$ cat src/rtl/regbus_arb_pkg.sv
// Shared types and constants for the register-bus arbiter.
// Holds the FSM state encoding and the timeout read-data value.
package regbus_arb_pkg;

  typedef enum logic [1:0] {
    IDLE,
    BUSY,
    RESP
  } state_e;

  localparam logic [31:0] TIMEOUT_RDATA      = 32'hDEADDEAD;
  localparam int          TIMEOUT_CYCLES_DEF = 7;

endpackage

$ cat src/rtl/regbus_arbiter_if.sv
// Requester-side and downstream register-bus signals of the arbiter.
// slave = arbiter view, master = requesters/slave-fabric view.
interface regbus_arbiter_if #(
  parameter int NUM_REQ = 3,
  parameter int ADDR_W  = 32,
  parameter int DATA_W  = 32
);
  localparam int IW = $clog2(NUM_REQ);

  logic [NUM_REQ-1:0]             Req_addr_valid;
  logic [NUM_REQ-1:0]             Req_reg_write;
  logic [NUM_REQ-1:0][ADDR_W-1:0] Req_reg_addr;
  logic [NUM_REQ-1:0][DATA_W-1:0] Req_reg_wdata;
  logic [NUM_REQ-1:0]             Req_reg_ready;
  logic [DATA_W-1:0]              Req_reg_rdata;
  logic                           Req_timeout;
  logic                           Regbus_addr_valid;
  logic                           Regbus_reg_write;
  logic [ADDR_W-1:0]              Regbus_reg_addr;
  logic [DATA_W-1:0]              Regbus_reg_wdata;
  logic                           Regbus_reg_ready;
  logic [DATA_W-1:0]              Regbus_reg_rdata;
  logic [IW-1:0]                  Grant_idx;

  modport slave (
    input  Req_addr_valid, Req_reg_write,
    input  Req_reg_addr, Req_reg_wdata,
    output Req_reg_ready, Req_reg_rdata,
    output Req_timeout,
    output Regbus_addr_valid, Regbus_reg_write,
    output Regbus_reg_addr, Regbus_reg_wdata,
    input  Regbus_reg_ready, Regbus_reg_rdata,
    output Grant_idx
  );

  modport master (
    output Req_addr_valid, Req_reg_write,
    output Req_reg_addr, Req_reg_wdata,
    input  Req_reg_ready, Req_reg_rdata,
    input  Req_timeout,
    input  Regbus_addr_valid, Regbus_reg_write,
    input  Regbus_reg_addr, Regbus_reg_wdata,
    output Regbus_reg_ready, Regbus_reg_rdata,
    input  Grant_idx
  );

endinterface

$ cat src/rtl/regbus_arbiter_rr_arbiter.sv
// Combinational round-robin pick: search starts one past last
// and wraps modulo NUM_REQ.
module rr_arbiter #(
  parameter int NUM_REQ = 3
) (
  input  logic [NUM_REQ-1:0]         req,
  input  logic [$clog2(NUM_REQ)-1:0] last,
  output logic [NUM_REQ-1:0]         gnt,
  output logic [$clog2(NUM_REQ)-1:0] idx,
  output logic                       any
);
  localparam int IW = $clog2(NUM_REQ);

  logic [IW-1:0] ci;

  always_comb begin
    gnt = '0;
    idx = '0;
    any = 1'b0;
    ci  = '0;
    for (int i = 1; i <= NUM_REQ; i++) begin
      ci = IW'((int'(last) + i) % NUM_REQ);
      if (!any && req[ci]) begin
        any     = 1'b1;
        gnt[ci] = 1'b1;
        idx     = ci;
      end
    end
  end

endmodule

$ cat src/rtl/regbus_arbiter.sv
// Round-robin register-bus arbiter, one outstanding transaction.
// Macro REGBUS_ARB_TIMEOUT_EN enables the BUSY timeout.
module regbus_arbiter
  import regbus_arb_pkg::*;
#(
  parameter int NUM_REQ        = 3,
  parameter int ADDR_W         = 32,
  parameter int DATA_W         = 32,
  parameter int TIMEOUT_CYCLES = TIMEOUT_CYCLES_DEF
) (
  input logic             Clk,
  input logic             Rst,
  regbus_arbiter_if.slave bus
);
  localparam int IW = $clog2(NUM_REQ);

  state_e             state_q, state_d;
  logic [IW-1:0]      last_q, last_d;
  logic [IW-1:0]      gidx_q, gidx_d;
  logic [NUM_REQ-1:0] oh_q, oh_d;
  logic [NUM_REQ-1:0] rdy_q, rdy_d;
  logic               val_q, val_d;
  logic               wr_q, wr_d;
  logic [ADDR_W-1:0]  addr_q, addr_d;
  logic [DATA_W-1:0]  wdata_q, wdata_d;
  logic [DATA_W-1:0]  rdata_q, rdata_d;
  logic [NUM_REQ-1:0] win_oh;
  logic [IW-1:0]      win_idx;
  logic               win_any;
  logic               to_hit;

  rr_arbiter #(.NUM_REQ(NUM_REQ)) u_rr (
    .req  (bus.Req_addr_valid),
    .last (last_q),
    .gnt  (win_oh),
    .idx  (win_idx),
    .any  (win_any)
  );

`ifdef REGBUS_ARB_TIMEOUT_EN
  localparam int CW = $clog2(TIMEOUT_CYCLES + 1);
  logic [CW-1:0] cnt_q, cnt_d;
  logic          to_q, to_d;
  assign to_hit          = (cnt_q == CW'(TIMEOUT_CYCLES));
  assign bus.Req_timeout = to_q;
`else
  logic [31:0] unused_timeout;
  assign unused_timeout  = 32'(TIMEOUT_CYCLES);
  assign to_hit          = 1'b0;
  assign bus.Req_timeout = 1'b0;
`endif

  always_comb begin
    state_d = state_q;
    last_d  = last_q;
    gidx_d  = gidx_q;
    oh_d    = oh_q;
    rdy_d   = '0;
    val_d   = val_q;
    wr_d    = wr_q;
    addr_d  = addr_q;
    wdata_d = wdata_q;
    rdata_d = rdata_q;
`ifdef REGBUS_ARB_TIMEOUT_EN
    cnt_d   = cnt_q;
    to_d    = 1'b0;
`endif
    unique case (state_q)
      IDLE: begin
        if (win_any) begin
          wr_d    = bus.Req_reg_write[win_idx];
          addr_d  = bus.Req_reg_addr[win_idx];
          wdata_d = bus.Req_reg_wdata[win_idx];
          val_d   = 1'b1;
          last_d  = win_idx;
          gidx_d  = win_idx;
          oh_d    = win_oh;
`ifdef REGBUS_ARB_TIMEOUT_EN
          cnt_d   = '0;
`endif
          state_d = BUSY;
        end
      end
      BUSY: begin
`ifdef REGBUS_ARB_TIMEOUT_EN
        cnt_d = cnt_q + 1'b1;
`endif
        // A real ready beats a coincident timeout.
        if (bus.Regbus_reg_ready) begin
          rdata_d = wr_q ? '0 : bus.Regbus_reg_rdata;
          val_d   = 1'b0;
          rdy_d   = oh_q;
          state_d = RESP;
        end else if (to_hit) begin
          rdata_d = wr_q ? '0 : DATA_W'(TIMEOUT_RDATA);
          val_d   = 1'b0;
          rdy_d   = oh_q;
`ifdef REGBUS_ARB_TIMEOUT_EN
          to_d    = 1'b1;
`endif
          state_d = RESP;
        end
      end
      RESP: state_d = IDLE;
      default: state_d = IDLE;
    endcase
  end

  always_ff @(posedge Clk) begin
    if (Rst) begin
      state_q <= IDLE;
      last_q  <= IW'(NUM_REQ - 1);
      gidx_q  <= '0;
      oh_q    <= '0;
      rdy_q   <= '0;
      val_q   <= 1'b0;
      wr_q    <= 1'b0;
      addr_q  <= '0;
      wdata_q <= '0;
      rdata_q <= '0;
`ifdef REGBUS_ARB_TIMEOUT_EN
      cnt_q   <= '0;
      to_q    <= 1'b0;
`endif
    end else begin
      state_q <= state_d;
      last_q  <= last_d;
      gidx_q  <= gidx_d;
      oh_q    <= oh_d;
      rdy_q   <= rdy_d;
      val_q   <= val_d;
      wr_q    <= wr_d;
      addr_q  <= addr_d;
      wdata_q <= wdata_d;
      rdata_q <= rdata_d;
`ifdef REGBUS_ARB_TIMEOUT_EN
      cnt_q   <= cnt_d;
      to_q    <= to_d;
`endif
    end
  end

  assign bus.Req_reg_ready     = rdy_q;
  assign bus.Req_reg_rdata     = rdata_q;
  assign bus.Regbus_addr_valid = val_q;
  assign bus.Regbus_reg_write  = wr_q;
  assign bus.Regbus_reg_addr   = addr_q;
  assign bus.Regbus_reg_wdata  = wdata_q;
  assign bus.Grant_idx         = gidx_q;

endmodule

$ cat src/flat_wrapper.sv
// flat-port wrapper written by rule: the top's interface ports become plain ports
module regbus_arbiter_flat import regbus_arb_pkg::*;
#(
  parameter int NUM_REQ        = 3,
  parameter int ADDR_W         = 32,
  parameter int DATA_W         = 32,
  parameter int TIMEOUT_CYCLES = TIMEOUT_CYCLES_DEF
)
  (Clk, Rst, bus_Req_addr_valid, bus_Req_reg_write, bus_Req_reg_addr, bus_Req_reg_wdata, bus_Req_reg_ready, bus_Req_reg_rdata, bus_Req_timeout, bus_Regbus_addr_valid, bus_Regbus_reg_write, bus_Regbus_reg_addr, bus_Regbus_reg_wdata, bus_Regbus_reg_ready, bus_Regbus_reg_rdata, bus_Grant_idx);
  regbus_arbiter_if #(.NUM_REQ(NUM_REQ), .ADDR_W(ADDR_W), .DATA_W(DATA_W)) bus_i ();
  input logic Clk;
  input logic Rst;
  input wire logic [$bits(bus_i.Req_addr_valid)-1:0] bus_Req_addr_valid;
  input wire logic [$bits(bus_i.Req_reg_write)-1:0] bus_Req_reg_write;
  input wire logic [$bits(bus_i.Req_reg_addr)-1:0] bus_Req_reg_addr;
  input wire logic [$bits(bus_i.Req_reg_wdata)-1:0] bus_Req_reg_wdata;
  output wire logic [$bits(bus_i.Req_reg_ready)-1:0] bus_Req_reg_ready;
  output wire logic [$bits(bus_i.Req_reg_rdata)-1:0] bus_Req_reg_rdata;
  output wire logic [$bits(bus_i.Req_timeout)-1:0] bus_Req_timeout;
  output wire logic [$bits(bus_i.Regbus_addr_valid)-1:0] bus_Regbus_addr_valid;
  output wire logic [$bits(bus_i.Regbus_reg_write)-1:0] bus_Regbus_reg_write;
  output wire logic [$bits(bus_i.Regbus_reg_addr)-1:0] bus_Regbus_reg_addr;
  output wire logic [$bits(bus_i.Regbus_reg_wdata)-1:0] bus_Regbus_reg_wdata;
  input wire logic [$bits(bus_i.Regbus_reg_ready)-1:0] bus_Regbus_reg_ready;
  input wire logic [$bits(bus_i.Regbus_reg_rdata)-1:0] bus_Regbus_reg_rdata;
  output wire logic [$bits(bus_i.Grant_idx)-1:0] bus_Grant_idx;
  assign bus_i.Req_addr_valid = bus_Req_addr_valid;
  assign bus_i.Req_reg_write = bus_Req_reg_write;
  assign bus_i.Req_reg_addr = bus_Req_reg_addr;
  assign bus_i.Req_reg_wdata = bus_Req_reg_wdata;
  assign bus_Req_reg_ready = bus_i.Req_reg_ready;
  assign bus_Req_reg_rdata = bus_i.Req_reg_rdata;
  assign bus_Req_timeout = bus_i.Req_timeout;
  assign bus_Regbus_addr_valid = bus_i.Regbus_addr_valid;
  assign bus_Regbus_reg_write = bus_i.Regbus_reg_write;
  assign bus_Regbus_reg_addr = bus_i.Regbus_reg_addr;
  assign bus_Regbus_reg_wdata = bus_i.Regbus_reg_wdata;
  assign bus_i.Regbus_reg_ready = bus_Regbus_reg_ready;
  assign bus_i.Regbus_reg_rdata = bus_Regbus_reg_rdata;
  assign bus_Grant_idx = bus_i.Grant_idx;
  regbus_arbiter #(.NUM_REQ(NUM_REQ), .ADDR_W(ADDR_W), .DATA_W(DATA_W), .TIMEOUT_CYCLES(TIMEOUT_CYCLES)) u_core (.Clk(Clk), .Rst(Rst), .bus(bus_i));
endmodule
$ cat config.mk
export PLATFORM = sky130hd
export DESIGN_NAME = regbus_arbiter_flat
export DESIGN_NICKNAME = d
export VERILOG_FILES = /design/src/rtl/regbus_arb_pkg.sv /design/src/rtl/regbus_arbiter_if.sv /design/src/rtl/regbus_arbiter_rr_arbiter.sv /design/src/rtl/regbus_arbiter.sv /design/src/flat_wrapper.sv
export SDC_FILE = /design/constraint.sdc
export NUM_CORES = 1
export LEC_CHECK = 0
export ABC_AREA = 1
export CAP_MARGIN = 20
export CORE_ASPECT_RATIO = 0.75
export CORE_MARGIN = 2
export CORE_UTILIZATION = 25
export DETAILED_ROUTE_END_ITERATION = 8
export PLACE_DENSITY = 0.56
export SETUP_SLACK_MARGIN = 0.4
export SYNTH_ARGS = -nofsm -noshare
export SYNTH_HDL_FRONTEND = slang
export SYNTH_SLANG_ARGS = --single-unit
$ cat constraint.sdc
create_clock -name Clk -period 3.1 [get_ports Clk]
set_clock_uncertainty 0.15 [all_clocks]
set_input_delay 0.465 -clock Clk [delete_from_list [all_inputs] [get_ports Clk]]
set_output_delay 0.465 -clock Clk [all_outputs]
set_load 0.01 [all_outputs]
Word level (Yosys, flattened, before mapping) --
Cells that the tools add are included.
Word-level totals: flip-flop bits (word level) 110, input port bits 233, output and inout bits 104, word-level logic and storage cells 78
Cells by class: add/sub/neg operators 3, divide/modulo/power cells 3, magnitude comparators 7, equality and inequality tests 3, mux-type cells 34, bitwise operators 4, reduce and logical (&&, ||, !) cells 14
Operator list (count):
- $bmux 32 s2 | 2
- $mod 32x3->32 const B | 3
- $mux 32 | 3
- $lt 2x3->1 const B | 4
- $mux 1 | 12
- $mux 2 | 5
- $mux 3 | 3
- $bmux 1 s2 | 4
- $add 2x2->3 const B | 2
- $demux 1 s2 | 3
- $ge 2x1->1 const B | 3
- $or 3x3->3 | 2
- $reduce_and 2->1 | 3
- $logic_and 1x1->1 | 5
- $ne 2x2->1 const B | 2
- $pmux 2 s2 | 1
- $add 2x1->3 const B | 1
- $reduce_and 3->1 | 1
- $reduce_or 3->1 | 1
- $eq 2x1->1 const B | 1
- $logic_not 1->1 | 2
- $logic_not 2->1 | 1
- $not 1->1 | 2
- $pmux 1 s2 | 1
- $reduce_bool 2->1 | 1

Logic depth before layout (Yosys ltp) --
Gate-level depths: netlist of run 1.
depth after elaboration 13, depth in mapped cells 15

By module --
Synthesis of run 1 repeated with hierarchy kept, for this count alone.
Unflattened totals: cell total of the unflattened synthesis 1155, area total of the unflattened synthesis 6530.0 µm²
Modules (own cells, without submodules):
- regbus_arbiter | instances 1, cells each 1091, area each 6200.9 µm², seq. area each 2182.1 µm²
- rr_arbiter | instances 1, cells each 64, area each 329.1 µm², seq. area each 0.0 µm²

Worst setup path after synthesis of run 1 --
Ideal clock, no wire load.
kind flip-flop to flip-flop, from register, netlist name u_core.bus.Grant_idx[0], to register u_core.wdata_q[28], in the netlist u_core.bus.Regbus_reg_wdata[28], library setup time 0.140 ns, arrival time 1.951 ns, data required time 2.810 ns, slack 0.858 ns, stages on the path, launching flop included 16, buffers on the path 2, cell sequence dfxtp_1 > inv_1 > ha_1 > inv_2 > nand2_2 > nand3_2 > nand2_4 > nand3_2 > inv_2 > nand2_1 > nand2_1 > buf_6 > buf_2 > nand2_1 > nand3_2 > a21oi_2
RTL lines:
- to (signal assigned) | RTL line regbus_arbiter.sv:134 | wdata_q <= wdata_d;
- to (decl) | RTL line regbus_arbiter.sv:25 | logic [DATA_W-1:0] wdata_q, wdata_d;

==> flow_summary.html, run 1 <==
<table>
<tr><th>Metric</th><th>Value</th></tr>
<tr><th colspan="2">Drt</th></tr>
<tr><td>Post-detailed-routing wire length</td><td>24930 µm</td></tr>
<tr><td>Via-per-instance ratio</td><td>4.454</td></tr>
<tr><td>Vias after detailed routing</td><td>7420</td></tr>
<tr><td>Number of DRC markers after the initial detailed-route iteration</td><td>291</td></tr>
<tr><td>Antenna violation net count after detailed routing</td><td>0</td></tr>
<tr><td>Residual DRC</td><td>0</td></tr>
<tr><td>Length of the first detailed-routing pass in iterations</td><td>5</td></tr>
<tr><td>Average detailed-routed wire length per instance</td><td>14.96 µm</td></tr>
<tr><th colspan="2">Logic synthesis</th></tr>
<tr><td>Cell area after synthesis</td><td>6375 µm²</td></tr>
<tr><td>Synthesized-area fraction occupied by and/or/nand/nor cells</td><td>38.02%</td></tr>
<tr><td>Compound-cell area share of the yosys netlist</td><td>10.01%</td></tr>
<tr><td>Yosys cell types</td><td>28</td></tr>
<tr><td>Number of warnings reported in the yosys synthesis log</td><td>0</td></tr>
<tr><td>Post-synthesis average cell area</td><td>6.238 µm²</td></tr>
<tr><td>Flops &amp; latches, synth</td><td>109</td></tr>
<tr><td>Share of the synthesized netlist area taken by xor and xnor gates</td><td>0%</td></tr>
<tr><td>Sequential fraction of the synthesis area</td><td>34.23%</td></tr>
<tr><td>Mux contribution to synthesized area</td><td>0%</td></tr>
<tr><td>Adder and majority cell fraction of the synthesized area</td><td>0.7851%</td></tr>
<tr><td>Main combinational cell family by area after synthesis</td><td>simple AND/OR/NAND/NOR gates</td></tr>
<tr><td>Number of instances in the synthesized netlist</td><td>1022</td></tr>
<tr><td>Post-Synthesis Net Count</td><td>1259</td></tr>
<tr><th colspan="2">Final layout</th></tr>
<tr><td>Synth-to-Final Area Change</td><td>62.43%</td></tr>
<tr><td>Fin area</td><td>10350 µm²</td></tr>
<tr><td>Core occupancy in the finished layout</td><td>41.38%</td></tr>
<tr><td>Fraction of layout instances using a drive strength above 1</td><td>6.401%</td></tr>
<tr><td>Number of antenna diodes</td><td>0</td></tr>
<tr><td>Count of fill cells added during filler insertion</td><td>2651</td></tr>
<tr><td>Net count reported at finish</td><td>1560</td></tr>
<tr><th colspan="2">Worst setup path</th></tr>
<tr><td>Arrival time reported for the critical path endpoint</td><td>2610 ps</td></tr>
<tr><td>CP Max Fanout</td><td>18</td></tr>
<tr><td>Launch instance of the worst register-to-register path</td><td>u_core.bus.Grant_idx[0]</td></tr>
<tr><td>Kind of critical path</td><td>reg2reg</td></tr>
<tr><td>Slowest cell on the critical path</td><td>sky130_fd_sc_hd__ha_2</td></tr>
<tr><td>Top delay family on crit path</td><td>simple AND/OR/NAND/NOR gates</td></tr>
<tr><td>Type of element capturing the critical path</td><td>register</td></tr>
<tr><td>Critical path, cell by cell</td><td>inv_1, ha_2, inv_2, nand2_2, nand3_2, nand2_4, nand4_1, nand2_2, buf_4, nand2_1, nor2_1, nor2_1, a21oi_1</td></tr>
<tr><td>Reg2Reg Setup Slack</td><td>630 ps</td></tr>
<tr><td>Worst stage delay on the critical path</td><td>410 ps</td></tr>
<tr><td>CP Buf/Inv Count</td><td>3</td></tr>
<tr><td>Count of cells along the worst register-to-register path</td><td>13</td></tr>
<tr><td>Worst reg2reg path endpoint</td><td>u_core.bus.Regbus_reg_wdata[18]</td></tr>
<tr><td>CP Launch Type</td><td>register</td></tr>
<tr><td>Endpoint required time on the critical path</td><td>3240 ps</td></tr>
<tr><th colspan="2">Timing</th></tr>
<tr><td>Final max-slew violation count</td><td>0</td></tr>
<tr><td>Number of endpoints with negative hold slack in the final report</td><td>0</td></tr>
<tr><td>Worst Tran Pin Value</td><td>744.8 ps</td></tr>
<tr><td>Final critical-path setup slack</td><td>628.9 ps</td></tr>
<tr><td>Max-Slew Margin vs Limit</td><td>50.35%</td></tr>
<tr><td>Unrepaired setup endpoints after global routing</td><td>no</td></tr>
<tr><td>Fraction of the cycle the final worst path needs</td><td>79.71%</td></tr>
<tr><td>Count of final setup violators</td><td>0</td></tr>
<tr><td>Time the worst path needs with I/O delays and setup</td><td>2471 ps</td></tr>
<tr><td>Highest clock rate</td><td>404.7 MHz</td></tr>
<tr><td>Total negative slack for setup checks</td><td>0 ps</td></tr>
<tr><th colspan="2">Global routing</th></tr>
<tr><td>First-pass GRT wire length</td><td>38940 µm</td></tr>
<tr><td>Remaining Overflow, GRT</td><td>0</td></tr>
<tr><td>Initial antenna violation count</td><td>1</td></tr>
<tr><td>Combined global-route utilization of all metal layers</td><td>18.34%</td></tr>
<tr><td>Via count of the first global-routing pass</td><td>7132</td></tr>
<tr><td>Maximum number of pins on one net before global-route repair</td><td>55</td></tr>
<tr><th colspan="2">Floorplanning</th></tr>
<tr><td>DIE WIDTH</td><td>188.4 µm</td></tr>
<tr><td>Floorplan die area</td><td>26810 µm²</td></tr>
<tr><td>Starting utilization of the core area</td><td>25.47%</td></tr>
<tr><td>Total number of placement rows</td><td>50</td></tr>
<tr><td>Core area</td><td>25020 µm²</td></tr>
<tr><td>Boundary Pins</td><td>337</td></tr>
<tr><td>Vertical die dimension</td><td>142.3 µm</td></tr>
<tr><th colspan="2">Clock tree</th></tr>
<tr><td>Clock tree from TritonCTS</td><td>built</td></tr>
<tr><td>Clock latency on the worst-skew pair</td><td>360 ps</td></tr>
<tr><td>Hold-fix buffers, CTS</td><td>0</td></tr>
<tr><td>Count of cells resized by post-cts repair</td><td>1</td></tr>
<tr><td>Number of sinks on the clock net</td><td>109</td></tr>
<tr><td>H-tree depth</td><td>3</td></tr>
<tr><td>Number of buffers on the longest clock path</td><td>2</td></tr>
<tr><td>Clk pin slew, worst setup/hold paths</td><td>90 ps</td></tr>
<tr><td>CTS Buf Count</td><td>9</td></tr>
<tr><td>Clock Tree Root</td><td>sky130_fd_sc_hd__clkbuf_16</td></tr>
<tr><td>Setup Fix Bufs, Post-CTS</td><td>0</td></tr>
<tr><th colspan="2">Power and ir drop</th></tr>
<tr><td>Leakage power total</td><td>4.543 nW</td></tr>
<tr><td>Max IR drop VDD</td><td>861.9 µV</td></tr>
<tr><td>Power per unit of standard cell area</td><td>970.9 nW/µm²</td></tr>
<tr><td>Overall power of the completed layout</td><td>0.01005 W</td></tr>
<tr><th colspan="2">Placement</th></tr>
<tr><td>Pre-CTS setup slack</td><td>316.3 ps</td></tr>
<tr><td>DP Area</td><td>9990 µm²</td></tr>
<tr><td>Last weighted congestion value of the routability-driven placer</td><td>0.8527</td></tr>
<tr><td>HPWL after detailed placement</td><td>17910 µm</td></tr>
<tr><td>IO buf count</td><td>335</td></tr>
<tr><th colspan="2">Min path</th></tr>
<tr><td>Origin of the worst min-delay path</td><td>u_core.oh_q[0]</td></tr>
<tr><td>Worst hold path depth</td><td>2</td></tr>
<tr><td>Path type of the worst min-delay path</td><td>reg2reg</td></tr>
<tr><td>End of the worst hold path</td><td>u_core.bus.Req_reg_ready[0]</td></tr>
<tr><th colspan="2">Flow run</th></tr>
<tr><td>Max-capacitance violation count</td><td>0</td></tr>
<tr><th colspan="2">Status</th></tr>
<tr><td>Run status</td><td>complete, no violations</td></tr>
</table>
[state kept, by name (all words and copies together), names as in the netlist]
register / count
u_core.bus.Regbus_addr_valid: 1
u_core.last_q: 1
u_core.bus.Regbus_reg_addr: 32
u_core.bus.Grant_idx: 2
u_core.bus.Regbus_reg_write: 1
u_core.bus.Req_reg_rdata: 32
u_core.oh_q: 3
u_core.state_q: 2
u_core.bus.Regbus_reg_wdata: 32
u_core.bus.Req_reg_ready: 3
[cell usage in the layout, fill, tap and decap left out, types with 2 or more instances in the layout]
master,synthesis,final
sky130_fd_sc_hd__a211oi_2,2,2
sky130_fd_sc_hd__a21oi_1,78,78
sky130_fd_sc_hd__a21oi_2,9,9
sky130_fd_sc_hd__buf_12,0,2
sky130_fd_sc_hd__buf_4,4,14
sky130_fd_sc_hd__buf_6,10,7
sky130_fd_sc_hd__buf_8,0,2
sky130_fd_sc_hd__clkbuf_16,0,9
sky130_fd_sc_hd__clkdlybuf4s50_1,0,334
sky130_fd_sc_hd__dfxtp_1,109,109
sky130_fd_sc_hd__ha_1,4,3
sky130_fd_sc_hd__inv_1,176,175
sky130_fd_sc_hd__inv_12,0,2
sky130_fd_sc_hd__inv_2,7,7
sky130_fd_sc_hd__inv_6,0,3
sky130_fd_sc_hd__inv_8,0,2
sky130_fd_sc_hd__nand2_1,169,167
sky130_fd_sc_hd__nand2_2,2,4
sky130_fd_sc_hd__nand2_4,2,2
sky130_fd_sc_hd__nand3_1,179,178
sky130_fd_sc_hd__nand3_2,13,13
sky130_fd_sc_hd__nand3b_1,17,17
sky130_fd_sc_hd__nand4_1,2,2
sky130_fd_sc_hd__nor2_1,152,151
sky130_fd_sc_hd__o21ai_0,21,21
sky130_fd_sc_hd__o21ai_1,4,4
[worst max path at each step]
stage                            startpoint                         endpoint  slack, ps  depth (start not counted)
finish              u_core.bus.Grant_idx[0]  u_core.bus.Regbus_reg_wdata[18]        630                         13
global route        u_core.bus.Grant_idx[0]  u_core.bus.Regbus_reg_wdata[11]        400                         14
CTS                 u_core.bus.Grant_idx[0]   u_core.bus.Regbus_reg_addr[30]        400                         12
detailed placement    bus_Req_addr_valid[2]  u_core.bus.Regbus_reg_wdata[18]        320                         12
global placement      bus_Req_addr_valid[2]  u_core.bus.Regbus_reg_wdata[18]        340                         12
floorplan           u_core.bus.Grant_idx[0]  u_core.bus.Regbus_reg_wdata[28]        860                         15
[area by class of cell]
type | instances | area (µm²) | share of cell area, %
repair buffers | 360 | 3602 | 34.79
multi-input cells | 659 | 3138 | 30.30
clock inverters | 7 | 88.84 | 0.8579
well taps | 338 | 422.9 | 4.084
clock buffers | 9 | 225.2 | 2.175
flip-flops and latches | 109 | 2182 | 21.07
inverters | 184 | 695.7 | 6.718
[layer usage]
layer / track usage (%) / vias to the layer above / routed length (µm)
met5: 0 / - / 0
met1: 23.55 / 3360 / 11280
li1: - / 3769 / -
met2: 29.83 / 276 / 11170
met3: 6.262 / 15 / 2242
met4: 4.030 / 0 / 244
[logic make-up (layout without fill, tap and decap cells)]
kind of cell,Yosys count,count (layout)
other,1,1
AO/OA/AOI/OAI,116,116
adder cells (fa/ha/maj),4,4
AND/OR/NAND/NOR,538,538
flip-flops,109,109
buffers and inverters,254,560
[worst register-to-register path: cells and delay by family, from the launching register on]
| family | cells | cell delay, ps |
|---|---|---|
| AO/OA/AOI/OAI | 1 | 110 |
| adder cells (fa/ha/maj) | 1 | 410 |
| buffers and inverters | 3 | 480 |
| flip-flops | 1 | 390 |
| AND/OR/NAND/NOR | 8 | 860 |
[through the flow]
step	hold slack [ps]	instances
floorplan	255.1	1022
global placement	272.1	1649
detailed placement	270.6	1650
CTS	289.7	1666
global route	298.9	1666
finish	280.3	1666
[power breakdown]
| part | internal [W] | switching, W | leakage [nW] | total (W) |
|---|---|---|---|---|
| Sequential | 0.00180 | 0.000193 | 0.897 | 0.00199 |
| Clock | 0.000595 | 0.000684 | 0.154 | 0.00128 |
| Combinational | 0.00255 | 0.00423 | 3.49 | 0.00678 |
| Total | 0.00495 | 0.00511 | 4.54 | 0.0101 |
[cell usage after synthesis, drive strengths merged]
cell | count | area share (%)
nand3b | 17 | 2.0
ha | 4 | 0.79
buf | 42 | 4.4
o21ai | 25 | 2.0
a211oi | 2 | 0.39
or2 | 1 | 0.098
inv | 184 | 11
nor2 | 153 | 9.1
a31oi | 2 | 0.29
clkbuf | 28 | 1.6
nand4 | 2 | 0.20
dfxtp | 109 | 34
nand2 | 173 | 11
a21oi | 87 | 7.4
nand3 | 192 | 16
conb | 1 | 0.059
Note: power is estimated with default switching activity, not from simulation.
==> run 2: changes to the inputs <==
- PLACE_DENSITY: 0.56 -> 0.58
- clock period: 3.1 -> 2 ns (I/O delays scaled with it)
==> run 2 against run 1 <==
Compared with the run above: the run now ends with negative setup slack left; setup slack got worse by 880 ps; global-route usage rose by 0.43 points; combinational power rose by 100%; register-to-register slack got worse by 880 ps; cell count rose by 2.6%; sequential cell count did not move; design area rose by 7.2%; critical path depth rose by 1; critical path type unchanged; power rose by 88%.
==> flow_summary.html, run 2 (synthesis results as in run 1) <==
<table>
<tr><th>Metric</th><th>Value</th></tr>
<tr><th colspan="2">Power and ir drop</th></tr>
<tr><td>Switching portion of total power</td><td>47.31%</td></tr>
<tr><td>Int Pwr</td><td>0.009968 W</td></tr>
<tr><td>Power per unit of standard cell area</td><td>1704 nW/µm²</td></tr>
<tr><td>Leakage power total</td><td>5.354 nW</td></tr>
<tr><td>Switching pwr</td><td>0.008951 W</td></tr>
<tr><td>Part of the total power dissipated in the clock network</td><td>10.7%</td></tr>
<tr><td>Proportion of power drawn by flip-flops and latches</td><td>16.2%</td></tr>
<tr><td>Part of the total power dissipated in combinational logic</td><td>73.1%</td></tr>
<tr><td>Max IR drop VDD</td><td>1122 µV</td></tr>
<tr><th colspan="2">Floorplanning</th></tr>
<tr><td>Core area</td><td>25020 µm²</td></tr>
<tr><td>Floorplan die area</td><td>26810 µm²</td></tr>
<tr><td>Starting utilization of the core area</td><td>25.47%</td></tr>
<tr><td>Vertical die dimension</td><td>142.3 µm</td></tr>
<tr><td>Total number of placement rows</td><td>50</td></tr>
<tr><td>Boundary Pins</td><td>337</td></tr>
<tr><td>DIE WIDTH</td><td>188.4 µm</td></tr>
<tr><th colspan="2">Global routing</th></tr>
<tr><td>Remaining Overflow, GRT</td><td>0</td></tr>
<tr><td>Via count of the first global-routing pass</td><td>7258</td></tr>
<tr><td>Met1 Resource Use GR</td><td>24.00%</td></tr>
<tr><td>First-pass GRT wire length</td><td>39590 µm</td></tr>
<tr><td>Combined global-route utilization of all metal layers</td><td>18.77%</td></tr>
<tr><td>Maximum number of pins on one net before global-route repair</td><td>51</td></tr>
<tr><td>Peak-usage layer in the global routing report</td><td>met2</td></tr>
<tr><td>Initial antenna violation count</td><td>0</td></tr>
<tr><td>Met2 global-route usage</td><td>30.57%</td></tr>
<tr><td>Global routing usage on met3</td><td>6.657%</td></tr>
<tr><th colspan="2">Worst setup path</th></tr>
<tr><td>Worst stage delay on the critical path</td><td>340 ps</td></tr>
<tr><td>Slowest cell on the critical path</td><td>sky130_fd_sc_hd__dfxtp_2</td></tr>
<tr><td>Endpoint required time on the critical path</td><td>2150 ps</td></tr>
<tr><td>Arrival time reported for the critical path endpoint</td><td>2390 ps</td></tr>
<tr><td>Kind of critical path</td><td>reg2reg</td></tr>
<tr><td>Critical path, cell by cell</td><td>inv_2, ha_4, inv_4, nand2_4, nand3_2, nand2_4, nand4_1, nand2_2, buf_4, clkbuf_16, nand2_1, nor2_1, nor2_1, a21oi_1</td></tr>
<tr><td>CP Max Fanout</td><td>16</td></tr>
<tr><td>Type of element capturing the critical path</td><td>register</td></tr>
<tr><td>CP Launch Type</td><td>register</td></tr>
<tr><th colspan="2">Drt</th></tr>
<tr><td>Via-per-instance ratio</td><td>4.441</td></tr>
<tr><td>Length of the first detailed-routing pass in iterations</td><td>4</td></tr>
<tr><td>Post-detailed-routing wire length</td><td>26290 µm</td></tr>
<tr><td>Vias after detailed routing</td><td>7589</td></tr>
<tr><td>Antenna violation net count after detailed routing</td><td>0</td></tr>
<tr><td>Residual DRC</td><td>0</td></tr>
<tr><td>Average detailed-routed wire length per instance</td><td>15.38 µm</td></tr>
<tr><td>Number of DRC markers after the initial detailed-route iteration</td><td>334</td></tr>
<tr><th colspan="2">Final layout</th></tr>
<tr><td>Most common cell after layout, fill and taps aside</td><td>sky130_fd_sc_hd__clkdlybuf4s50_1</td></tr>
<tr><td>Fraction of layout instances using a drive strength above 1</td><td>11.82%</td></tr>
<tr><td>Count of fill cells added during filler insertion</td><td>2615</td></tr>
<tr><td>Synth-to-Final Area Change</td><td>74.15%</td></tr>
<tr><td>Number of antenna diodes</td><td>0</td></tr>
<tr><td>Fin area</td><td>11100 µm²</td></tr>
<tr><td>Finished Layout Cells</td><td>1709</td></tr>
<tr><td>Net count reported at finish</td><td>1603</td></tr>
<tr><td>Most frequent cells in the layout</td><td>sky130_fd_sc_hd__clkdlybuf4s50_1 (231), sky130_fd_sc_hd__inv_1 (173), sky130_fd_sc_hd__nand3_1 (167), sky130_fd_sc_hd__nand2_1 (160), sky130_fd_sc_hd__nor2_1 (145)</td></tr>
<tr><th colspan="2">Timing</th></tr>
<tr><td>Count of final setup violators</td><td>69</td></tr>
<tr><td>Final max-slew violation count</td><td>0</td></tr>
<tr><td>Highest clock rate</td><td>444.8 MHz</td></tr>
<tr><td>Unrepaired setup endpoints after global routing</td><td>yes</td></tr>
<tr><td>Total negative slack for setup checks</td><td>-13380 ps</td></tr>
<tr><td>Time the worst path needs with I/O delays and setup</td><td>2248 ps</td></tr>
<tr><td>Fraction of the cycle the final worst path needs</td><td>112.4%</td></tr>
<tr><td>Hold_ws</td><td>78.52 ps</td></tr>
<tr><td>Final critical-path setup slack</td><td>-248.4 ps</td></tr>
<tr><td>Number of endpoints with negative hold slack in the final report</td><td>0</td></tr>
<tr><th colspan="2">Placement</th></tr>
<tr><td>IO buf count</td><td>335</td></tr>
<tr><td>Placed Instances</td><td>1674</td></tr>
<tr><td>DP Area</td><td>10370 µm²</td></tr>
<tr><td>Last weighted congestion value of the routability-driven placer</td><td>0.8881</td></tr>
<tr><td>HPWL after detailed placement</td><td>18010 µm</td></tr>
<tr><th colspan="2">Status</th></tr>
<tr><td>Run status</td><td>complete, but fails checks</td></tr>
<tr><td>Violated checks</td><td>negative setup slack</td></tr>
<tr><th colspan="2">Clock tree</th></tr>
<tr><td>Number of buffers on the longest clock path</td><td>2</td></tr>
<tr><td>Clock Tree Root</td><td>sky130_fd_sc_hd__clkbuf_16</td></tr>
<tr><td>H-tree depth</td><td>3</td></tr>
<tr><td>Hold-fix buffers, CTS</td><td>0</td></tr>
<tr><td>Clk pin slew, worst setup/hold paths</td><td>80 ps</td></tr>
<tr><td>Clock tree from TritonCTS</td><td>built</td></tr>
<tr><td>CTS Buf Count</td><td>9</td></tr>
<tr><td>Clock latency on the worst-skew pair</td><td>360 ps</td></tr>
<tr><td>Number of sinks on the clock net</td><td>109</td></tr>
<tr><th colspan="2">Flow run</th></tr>
<tr><td>Max-capacitance violation count</td><td>0</td></tr>
<tr><th colspan="2">Min path</th></tr>
<tr><td>Path type of the worst min-delay path</td><td>in2reg</td></tr>
</table>
## run 2: changes by cell type in the layout (fill, tap and decap cells not counted), moves of 4 or more
cell / before / now
sky130_fd_sc_hd__nand3_1: 178 / 167
sky130_fd_sc_hd__buf_4: 14 / 32
sky130_fd_sc_hd__nor2_1: 151 / 145
sky130_fd_sc_hd__nand2_1: 167 / 160
sky130_fd_sc_hd__nor2_2: 1 / 7
sky130_fd_sc_hd__buf_16: 0 / 4
sky130_fd_sc_hd__dlygate4sd2_1: 0 / 101
sky130_fd_sc_hd__buf_12: 2 / 21
sky130_fd_sc_hd__nand3_2: 13 / 23
sky130_fd_sc_hd__clkdlybuf4s50_1: 334 / 231
sky130_fd_sc_hd__nand2_2: 4 / 9
## run 2: power groups by stage
stage	Sequential (W)	Combinational (W)	Clock, W
finish	0.00307	0.0138	0.00202
global route	0.00314	0.0151	0.00217
CTS	0.00306	0.0131	0.00211
detailed placement	0.00312	0.0119	0
global placement	0.00311	0.0118	0
floorplan	0.00334	0.00718	0
## run 2: path summary, 6_finish.rpt
| check | slack (ps) | cells after the start | endpoint | from |
|---|---|---|---|---|
| worst max-delay path | -250 | 14 | u_core.bus.Regbus_reg_wdata[7] | u_core.bus.Grant_idx[0] |
| worst min register to register | 300 | 2 | u_core.bus.Req_reg_ready[2] | u_core.oh_q[2] |
| worst min-delay path | 80 | 2 | u_core.state_q[0] | Rst |
| worst max register to register | -250 | 14 | u_core.bus.Regbus_reg_wdata[7] | u_core.bus.Grant_idx[0] |
## run 2: layout make-up
cell class	instances	area [µm²]	share of cell area [%]
Timing Repair Buffer	403	4165	37.52
Multi-Input combinational cell	659	3289	29.63
Sequential cell	109	2187	19.70
Inverter	184	705.7	6.356
Tap cell	338	422.9	3.809
Clock buffer	9	225.2	2.029
Clock inverter	7	106.4	0.9580
## run 2: repair_timing
action | CTS | global route
setup buffers | 10 | 2
gates resized for setup | 135 | 28
endpoints found under the setup margin | 176 | 74
pin swaps | 20 | 7
cloned | 4 | 3
## run 2: stage by stage
stage	worst slack (ps)	total power, W	utilization (%)
5_1_grt	-374.5	0.02037	44.37
6_report	-248.4	0.01892	44.37
4_1_cts	-205.6	0.01828	43.60
3_5_place_dp	-446.8	0.01499	41.43
3_3_place_gp	-480.8	0.01496	41.43
2_1_floorplan	-46.43	0.01052	-
## run 2: per-layer routing
layer	vias to the layer above	share of wire [%]
li1	3853	-
met4	0	0.92
met2	294	45
met5	-	0
met1	3427	45
met3	15	8.7
## run 2: critical path, delay by kind of cell, from the launching register on
kind / cells / cell delay (ps)
flip-flops: 1 / 340
adder cells (fa/ha/maj): 1 / 340
buffers and inverters: 4 / 500
AO/OA/AOI/OAI: 1 / 120
AND/OR/NAND/NOR: 8 / 720
